==> src/rtl/alu_rr_arbiter_if.sv <==
// Request, ALU and response signals shared between the arbiter and its clients.
interface alu_rr_arbiter_if #(
  parameter int unsigned NREQ = 2,
  parameter int unsigned W    = 4,
  parameter int unsigned IDW  = 3
);
  // Requester side
  logic [NREQ-1:0]   req_valid;
  logic [NREQ-1:0]   req_ready;
  logic [NREQ*W-1:0] req_a;
  logic [NREQ*W-1:0] req_b;
  logic [NREQ*3-1:0] req_op;

  // Shared ALU side
  logic [W-1:0]      alu_a;
  logic [W-1:0]      alu_b;
  logic [2:0]        alu_op;
  logic [W-1:0]      alu_result;
  logic              alu_zero;

  // Response side
  logic              rsp_valid;
  logic              rsp_ready;
  logic [IDW-1:0]    rsp_id;
  logic [W-1:0]      rsp_result;
  logic              rsp_zero;

  // Arbiter view
  modport slave (
    input  req_valid, req_a, req_b, req_op, alu_result, alu_zero, rsp_ready,
    output req_ready, alu_a, alu_b, alu_op, rsp_valid, rsp_id, rsp_result, rsp_zero
  );

  // Client / ALU / consumer view
  modport master (
    output req_valid, req_a, req_b, req_op, alu_result, alu_zero, rsp_ready,
    input  req_ready, alu_a, alu_b, alu_op, rsp_valid, rsp_id, rsp_result, rsp_zero
  );
endinterface

==> src/rtl/alu_rr_arbiter.sv <==
// Round-robin arbiter sharing one external combinational ALU between NREQ requesters.
// Each operation walks IDLE (grant) -> EXEC (ALU settles) -> RESP (hold until taken).
module alu_rr_arbiter #(
  parameter int unsigned NREQ = 2,
  parameter int unsigned W    = 4,
  parameter int unsigned IDW  = 3
) (
  input  logic             clk,
  input  logic             rst_n,
  alu_rr_arbiter_if.slave  bus
);

  typedef enum logic [1:0] {StIdle, StExec, StResp} state_e;

  state_e         state_q, state_d;
  logic [IDW-1:0] ptr_q, ptr_d;
  logic [W-1:0]   alu_a_q, alu_a_d;
  logic [W-1:0]   alu_b_q, alu_b_d;
  logic [2:0]     alu_op_q, alu_op_d;
  logic           rsp_valid_q, rsp_valid_d;
  logic [IDW-1:0] rsp_id_q, rsp_id_d;
  logic [W-1:0]   rsp_result_q, rsp_result_d;
  logic           rsp_zero_q, rsp_zero_d;

  logic            grant_any;
  logic [IDW-1:0]  grant_idx;
  logic [NREQ-1:0] grant_onehot;
  logic [W-1:0]    sel_a;
  logic [W-1:0]    sel_b;
  logic [2:0]      sel_op;

  // Round-robin pick: first valid requester after ptr, wrapping, plus its operand fields
  always_comb begin
    grant_any    = 1'b0;
    grant_idx    = '0;
    grant_onehot = '0;
    sel_a        = '0;
    sel_b        = '0;
    sel_op       = '0;
    for (int unsigned i = 1; i <= NREQ; i++) begin
      for (int unsigned j = 0; j < NREQ; j++) begin
        if (!grant_any && bus.req_valid[j] && (j == (32'(ptr_q) + i) % NREQ)) begin
          grant_any       = 1'b1;
          grant_idx       = IDW'(j);
          grant_onehot[j] = 1'b1;
          sel_a           = bus.req_a[j*W +: W];
          sel_b           = bus.req_b[j*W +: W];
          sel_op          = bus.req_op[j*3 +: 3];
        end
      end
    end
  end

  // Accept is only offered from IDLE, and never while reset is held
  always_comb begin
    bus.req_ready = '0;
    if (rst_n && (state_q == StIdle)) begin
      bus.req_ready = grant_onehot;
    end
  end

  // Next-state and register updates for the IDLE -> EXEC -> RESP sequence
  always_comb begin
    state_d      = state_q;
    ptr_d        = ptr_q;
    alu_a_d      = alu_a_q;
    alu_b_d      = alu_b_q;
    alu_op_d     = alu_op_q;
    rsp_valid_d  = rsp_valid_q;
    rsp_id_d     = rsp_id_q;
    rsp_result_d = rsp_result_q;
    rsp_zero_d   = rsp_zero_q;
    unique case (state_q)
      StIdle: begin
        if (grant_any) begin
          alu_a_d  = sel_a;
          alu_b_d  = sel_b;
          alu_op_d = sel_op;
          rsp_id_d = grant_idx;
          ptr_d    = grant_idx;
          state_d  = StExec;
        end
      end
      StExec: begin
        rsp_result_d = bus.alu_result;
        rsp_zero_d   = bus.alu_zero;
        rsp_valid_d  = 1'b1;
        state_d      = StResp;
      end
      StResp: begin
        if (bus.rsp_ready) begin
          rsp_valid_d = 1'b0;
          state_d     = StIdle;
        end
      end
      default: state_d = StIdle;
    endcase
  end

  // State registers; reset drops any in-flight operation
  always_ff @(posedge clk or negedge rst_n) begin
    if (!rst_n) begin
      state_q      <= StIdle;
      ptr_q        <= IDW'(NREQ - 1);
      alu_a_q      <= '0;
      alu_b_q      <= '0;
      alu_op_q     <= '0;
      rsp_valid_q  <= 1'b0;
      rsp_id_q     <= '0;
      rsp_result_q <= '0;
      rsp_zero_q   <= 1'b0;
    end else begin
      state_q      <= state_d;
      ptr_q        <= ptr_d;
      alu_a_q      <= alu_a_d;
      alu_b_q      <= alu_b_d;
      alu_op_q     <= alu_op_d;
      rsp_valid_q  <= rsp_valid_d;
      rsp_id_q     <= rsp_id_d;
      rsp_result_q <= rsp_result_d;
      rsp_zero_q   <= rsp_zero_d;
    end
  end

  assign bus.alu_a      = alu_a_q;
  assign bus.alu_b      = alu_b_q;
  assign bus.alu_op     = alu_op_q;
  assign bus.rsp_valid  = rsp_valid_q;
  assign bus.rsp_id     = rsp_id_q;
  assign bus.rsp_result = rsp_result_q;
  assign bus.rsp_zero   = rsp_zero_q;

endmodule

==> src/flat_wrapper.sv <==
// flat-port wrapper written by rule: the top's interface ports become plain ports
module alu_rr_arbiter_flat 
#(
  parameter int unsigned NREQ = 2,
  parameter int unsigned W    = 4,
  parameter int unsigned IDW  = 3
)
  (clk, rst_n, bus_req_valid, bus_req_a, bus_req_b, bus_req_op, bus_alu_result, bus_alu_zero, bus_rsp_ready, bus_req_ready, bus_alu_a, bus_alu_b, bus_alu_op, bus_rsp_valid, bus_rsp_id, bus_rsp_result, bus_rsp_zero);
  alu_rr_arbiter_if #(.NREQ(NREQ), .W(W), .IDW(IDW)) bus_i ();
  input  logic clk;
  input  logic rst_n;
  input wire logic [$bits(bus_i.req_valid)-1:0] bus_req_valid;
  input wire logic [$bits(bus_i.req_a)-1:0] bus_req_a;
  input wire logic [$bits(bus_i.req_b)-1:0] bus_req_b;
  input wire logic [$bits(bus_i.req_op)-1:0] bus_req_op;
  input wire logic [$bits(bus_i.alu_result)-1:0] bus_alu_result;
  input wire logic [$bits(bus_i.alu_zero)-1:0] bus_alu_zero;
  input wire logic [$bits(bus_i.rsp_ready)-1:0] bus_rsp_ready;
  output wire logic [$bits(bus_i.req_ready)-1:0] bus_req_ready;
  output wire logic [$bits(bus_i.alu_a)-1:0] bus_alu_a;
  output wire logic [$bits(bus_i.alu_b)-1:0] bus_alu_b;
  output wire logic [$bits(bus_i.alu_op)-1:0] bus_alu_op;
  output wire logic [$bits(bus_i.rsp_valid)-1:0] bus_rsp_valid;
  output wire logic [$bits(bus_i.rsp_id)-1:0] bus_rsp_id;
  output wire logic [$bits(bus_i.rsp_result)-1:0] bus_rsp_result;
  output wire logic [$bits(bus_i.rsp_zero)-1:0] bus_rsp_zero;
  assign bus_i.req_valid = bus_req_valid;
  assign bus_i.req_a = bus_req_a;
  assign bus_i.req_b = bus_req_b;
  assign bus_i.req_op = bus_req_op;
  assign bus_i.alu_result = bus_alu_result;
  assign bus_i.alu_zero = bus_alu_zero;
  assign bus_i.rsp_ready = bus_rsp_ready;
  assign bus_req_ready = bus_i.req_ready;
  assign bus_alu_a = bus_i.alu_a;
  assign bus_alu_b = bus_i.alu_b;
  assign bus_alu_op = bus_i.alu_op;
  assign bus_rsp_valid = bus_i.rsp_valid;
  assign bus_rsp_id = bus_i.rsp_id;
  assign bus_rsp_result = bus_i.rsp_result;
  assign bus_rsp_zero = bus_i.rsp_zero;
  alu_rr_arbiter #(.NREQ(NREQ), .W(W), .IDW(IDW)) u_core (.clk(clk), .rst_n(rst_n), .bus(bus_i));
endmodule
==> config.mk <==
export PLATFORM = sky130hd
export DESIGN_NAME = alu_rr_arbiter_flat
export DESIGN_NICKNAME = d
export VERILOG_FILES = /design/src/rtl/alu_rr_arbiter_if.sv /design/src/rtl/alu_rr_arbiter.sv /design/src/flat_wrapper.sv
export SDC_FILE = /design/constraint.sdc
export NUM_CORES = 1
export LEC_CHECK = 0
export CORE_AREA = 2 2 56 58
export CTS_BUF_LIST = sky130_fd_sc_hd__clkbuf_8 sky130_fd_sc_hd__clkbuf_16
export CTS_CLUSTER_DIAMETER = 40
export CTS_CLUSTER_SIZE = 28
export DETAILED_ROUTE_END_ITERATION = 8
export DIE_AREA = 0 0 58 60
export GPL_TIMING_DRIVEN = 0
export MAX_ROUTING_LAYER = met4
export PLACE_DENSITY = 0.73
export SLEW_MARGIN = 20
export SYNTH_ARGS = -nofsm -noshare
export SYNTH_HDL_FRONTEND = slang
export SYNTH_SLANG_ARGS = --single-unit
export TNS_END_PERCENT = 10
==> constraint.sdc <==
create_clock -name clk -period 1.5 [get_ports clk]
set_input_delay 0.3 -clock clk [delete_from_list [all_inputs] [get_ports clk]]
set_output_delay 0.3 -clock clk [all_outputs]
set_load 0.005 [all_outputs]
==> flow_summary.ini <==
[status]
status = finished, violations left
violations = hold timing, setup timing

[finish]
area_delta_synth_final_pct = 60.3
drive_gt1_share_pct = 30.2
layout_common_cells = clkdlybuf4s50_1, inv_1, dfrtp_1
layout.nets = 195
final_common_cell = clkdlybuf4s50_1
antenna_cells = 0

[cts]
cts_tree = built
holdBufCountCts = 0
cts.clk_slew.worst_paths_ns = 0.08
h-tree-depth = 1
clock_path_buffers = 2
cts-root-buf = clkbuf_8
cts_inserted_buffers = 3
cts_sinks = 21
clock_latency_ns = 0.26

[power]
pwr-share-clk_pct = 12.1
vdd_drop_max_mv = 1.19
power_report.internal_total_mw = 2.06
switching_share_pct = 32.3
combPwrFrac_pct = 54.2
switchingPower_mw = 0.984
power_density_nw_per_um2 = 1750
leakagePower_nw = 0.801
power_frac_seq_pct = 33.7

[timing]
period_share_pct = 103
finClkSkew_ns = 0.00295
post-route-min-period_ns = 1.54
maxSlewViolCount = 0
whs_ns = -0.00378
rsz0062_at_grt = yes
setup_viol = 2
fin_tns_setup_ns = -0.0738
max_freq_ghz = 0.648
setup_slack_ns = -0.0428
hold_viol = 6

[floorplan]
die_y_um = 60
die-area_um2 = 3480
io_pins = 54
core_area_um2 = 2900
fp.dieW_um = 58
initial_utilization_pct = 37.4
num_rows = 20

[placement]
dp_worst_setup_slack_ns = -1.21
io_buffer_count = 51
globalplace.congestion = 0.744
hpwlAfterDp_um = 1990

[drt]
drc_errors = 0
totalWireLength_um = 2620
vias_per_cell = 4.72
drt_iter0_markers = 9
vias = 921
drt_pass1_iterations = 3
route.detailed.wl_per_inst_um = 13.4
ant_nets = 0

[synth]
ys_seq_area_share_pct = 48.5
synth_top_area_share_pct = 46.1
postSynthAreaPerCell_um2 = 10.9
post_synth_num_cell_types = 25
yosys-top-cells-area = dfrtp_1, o221ai_2, inv_1
synthCells = 100
synth_top_area_cell = dfrtp_1
yosysWarnings = 0
synth_seq_cells = 21
synth.cell_area_um2 = 1090

[global_routing]
grt_pass1_wl_um = 4190
grt_use_total_pct = 16.7
grt_overflow = 0
grt_pass1_vias = 946
antenna_found_initial = 0
grt_max_degree = 23

[worst_setup_path]
path_max_fanout = 3
worst-setup-path-type = register to output pin
critPathMaxStageDelay_ns = 0.55
worstRegToRegCells = 5
cp-end-kind = output pin
critPathRequiredTime_ns = 1.20
worstSetupStartpointType = register
slowest_stage = dfstp_2
arrival_ns = 1.24
crit_chain = nand2b_4 > nand3_4 > nor2_4 > buf_2

[run]
maxCapViolCount = 0

[worst_hold_path]
hold_class = primary input to asynchronous set/reset pin
-- power by group through the flow --
stage          registers (mW)  clock network (mW)  logic [mW]
6_report                 1.03               0.367        1.65
3_5_place_dp             1.06                   0        1.52
5_1_grt                  1.07               0.407        1.81
4_1_cts                  1.03               0.380        1.70
2_1_floorplan            1.06                   0       0.771
3_3_place_gp             1.05                   0        1.48
-- logic make-up after synthesis --
family                 count (synthesis)  synth area share [%]
flip-flops                            21                  48.5
AND/OR/NAND/NOR                       16                  9.10
multiplexers                           5                  5.18
AO/OA/AOI/OAI                         26                  22.2
other                                  1                 0.345
buffers and inverters                 31                  14.6
-- synth_stat cells --
cell type,count
a21oi_1,2
buf_2,1
buf_4,2
buf_6,3
buf_8,1
conb_1,1
dfrtp_1,20
dfstp_2,1
inv_1,24
mux2_2,5
nand2_1,4
nand2b_1,1
nand3_2,2
nor2_1,3
nor2_2,1
nor2_4,1
nor2b_1,1
nor3b_1,1
o21ai_0,4
o21ai_1,2
o21ai_2,7
o221ai_1,4
o221ai_2,7
or2_2,1
or2_4,1
-- metrics by stage --
stage	std cells	power (mW)	area (µm²)	util (%)	hold WS, ns
final	195	3.04	1740	60.0	-0.00378
after global routing	195	3.28	1740	60.0	0.0212
after CTS	196	3.11	1750	60.4	0.0160
after detailed placement	185	2.59	1640	56.6	0.479
after global placement	185	2.53	1640	56.6	0.478
after floorplan	101	1.83	1090	-	0.00441
-- routing by layer --
| layer | vias up | share of wire [%] | track usage, % |
|---|---|---|---|
| li1 | 451 | - | - |
| met1 | 435 | 38 | 18.4 |
| met2 | 31 | 54 | 28.9 |
| met3 | 4 | 6.8 | 4.55 |
| met4 | 0 | 1.4 | 5.98 |
| met5 | - | 0 | - |
-- final timing paths --
| path | slack (ns) | to | startpoint |
|---|---|---|---|
| setup reg to reg | 0.16 | u_core.bus.alu_op[0] | u_core.state_q[0] |
| max in group asynchronous | 1.14 | u_core.ptr_q[0] | rst_n |
| setup / recovery | -0.04 | bus_req_ready[0] | u_core.ptr_q[0] |
| min in group clk | 0.50 | u_core.bus.alu_a[3] | u_core.bus.alu_a[3] |
| hold reg to reg | 0.50 | u_core.bus.alu_a[3] | u_core.bus.alu_a[3] |
| hold / removal | -0.004 | u_core.bus.alu_b[1] | rst_n |
-- registers in the layout, summed over array words and instances (netlist names) --
name / cells
u_core.bus.alu_a: 4
u_core.bus.alu_b: 4
u_core.bus.alu_op: 3
u_core.bus.rsp_id: 1
u_core.bus.rsp_result: 4
u_core.bus.rsp_valid: 1
u_core.bus.rsp_zero: 1
u_core.ptr_q: 1
u_core.state_q: 2
-- critical path: cells and delay by family (launching register included) --
family / cells / cell delay, ns
buffers and inverters: 1 / 0.11
AND/OR/NAND/NOR: 3 / 0.33
flip-flops: 1 / 0.55
-- final cells by class --
type                            count  area [µm²]
Tap cell                           33        41.3
Buffer                              6        61.3
Clock inverter                      1        5.00
Fill cell                         263        1160
Inverter                           24        90.1
Timing Repair Buffer               58         546
Sequential cell                    21         527
Clock buffer                        3        41.3
Multi-Input combinational cell     49         429
-- repair_timing --
| item | CTS | global route |
|---|---|---|
| pin swaps | 3 | 1 |
| setup buffers | 7 | 0 |
| gates resized for setup | 21 | 1 |
| setup endpoints to repair | 2 | 2 |
Power figures use the tool's default switching activity.
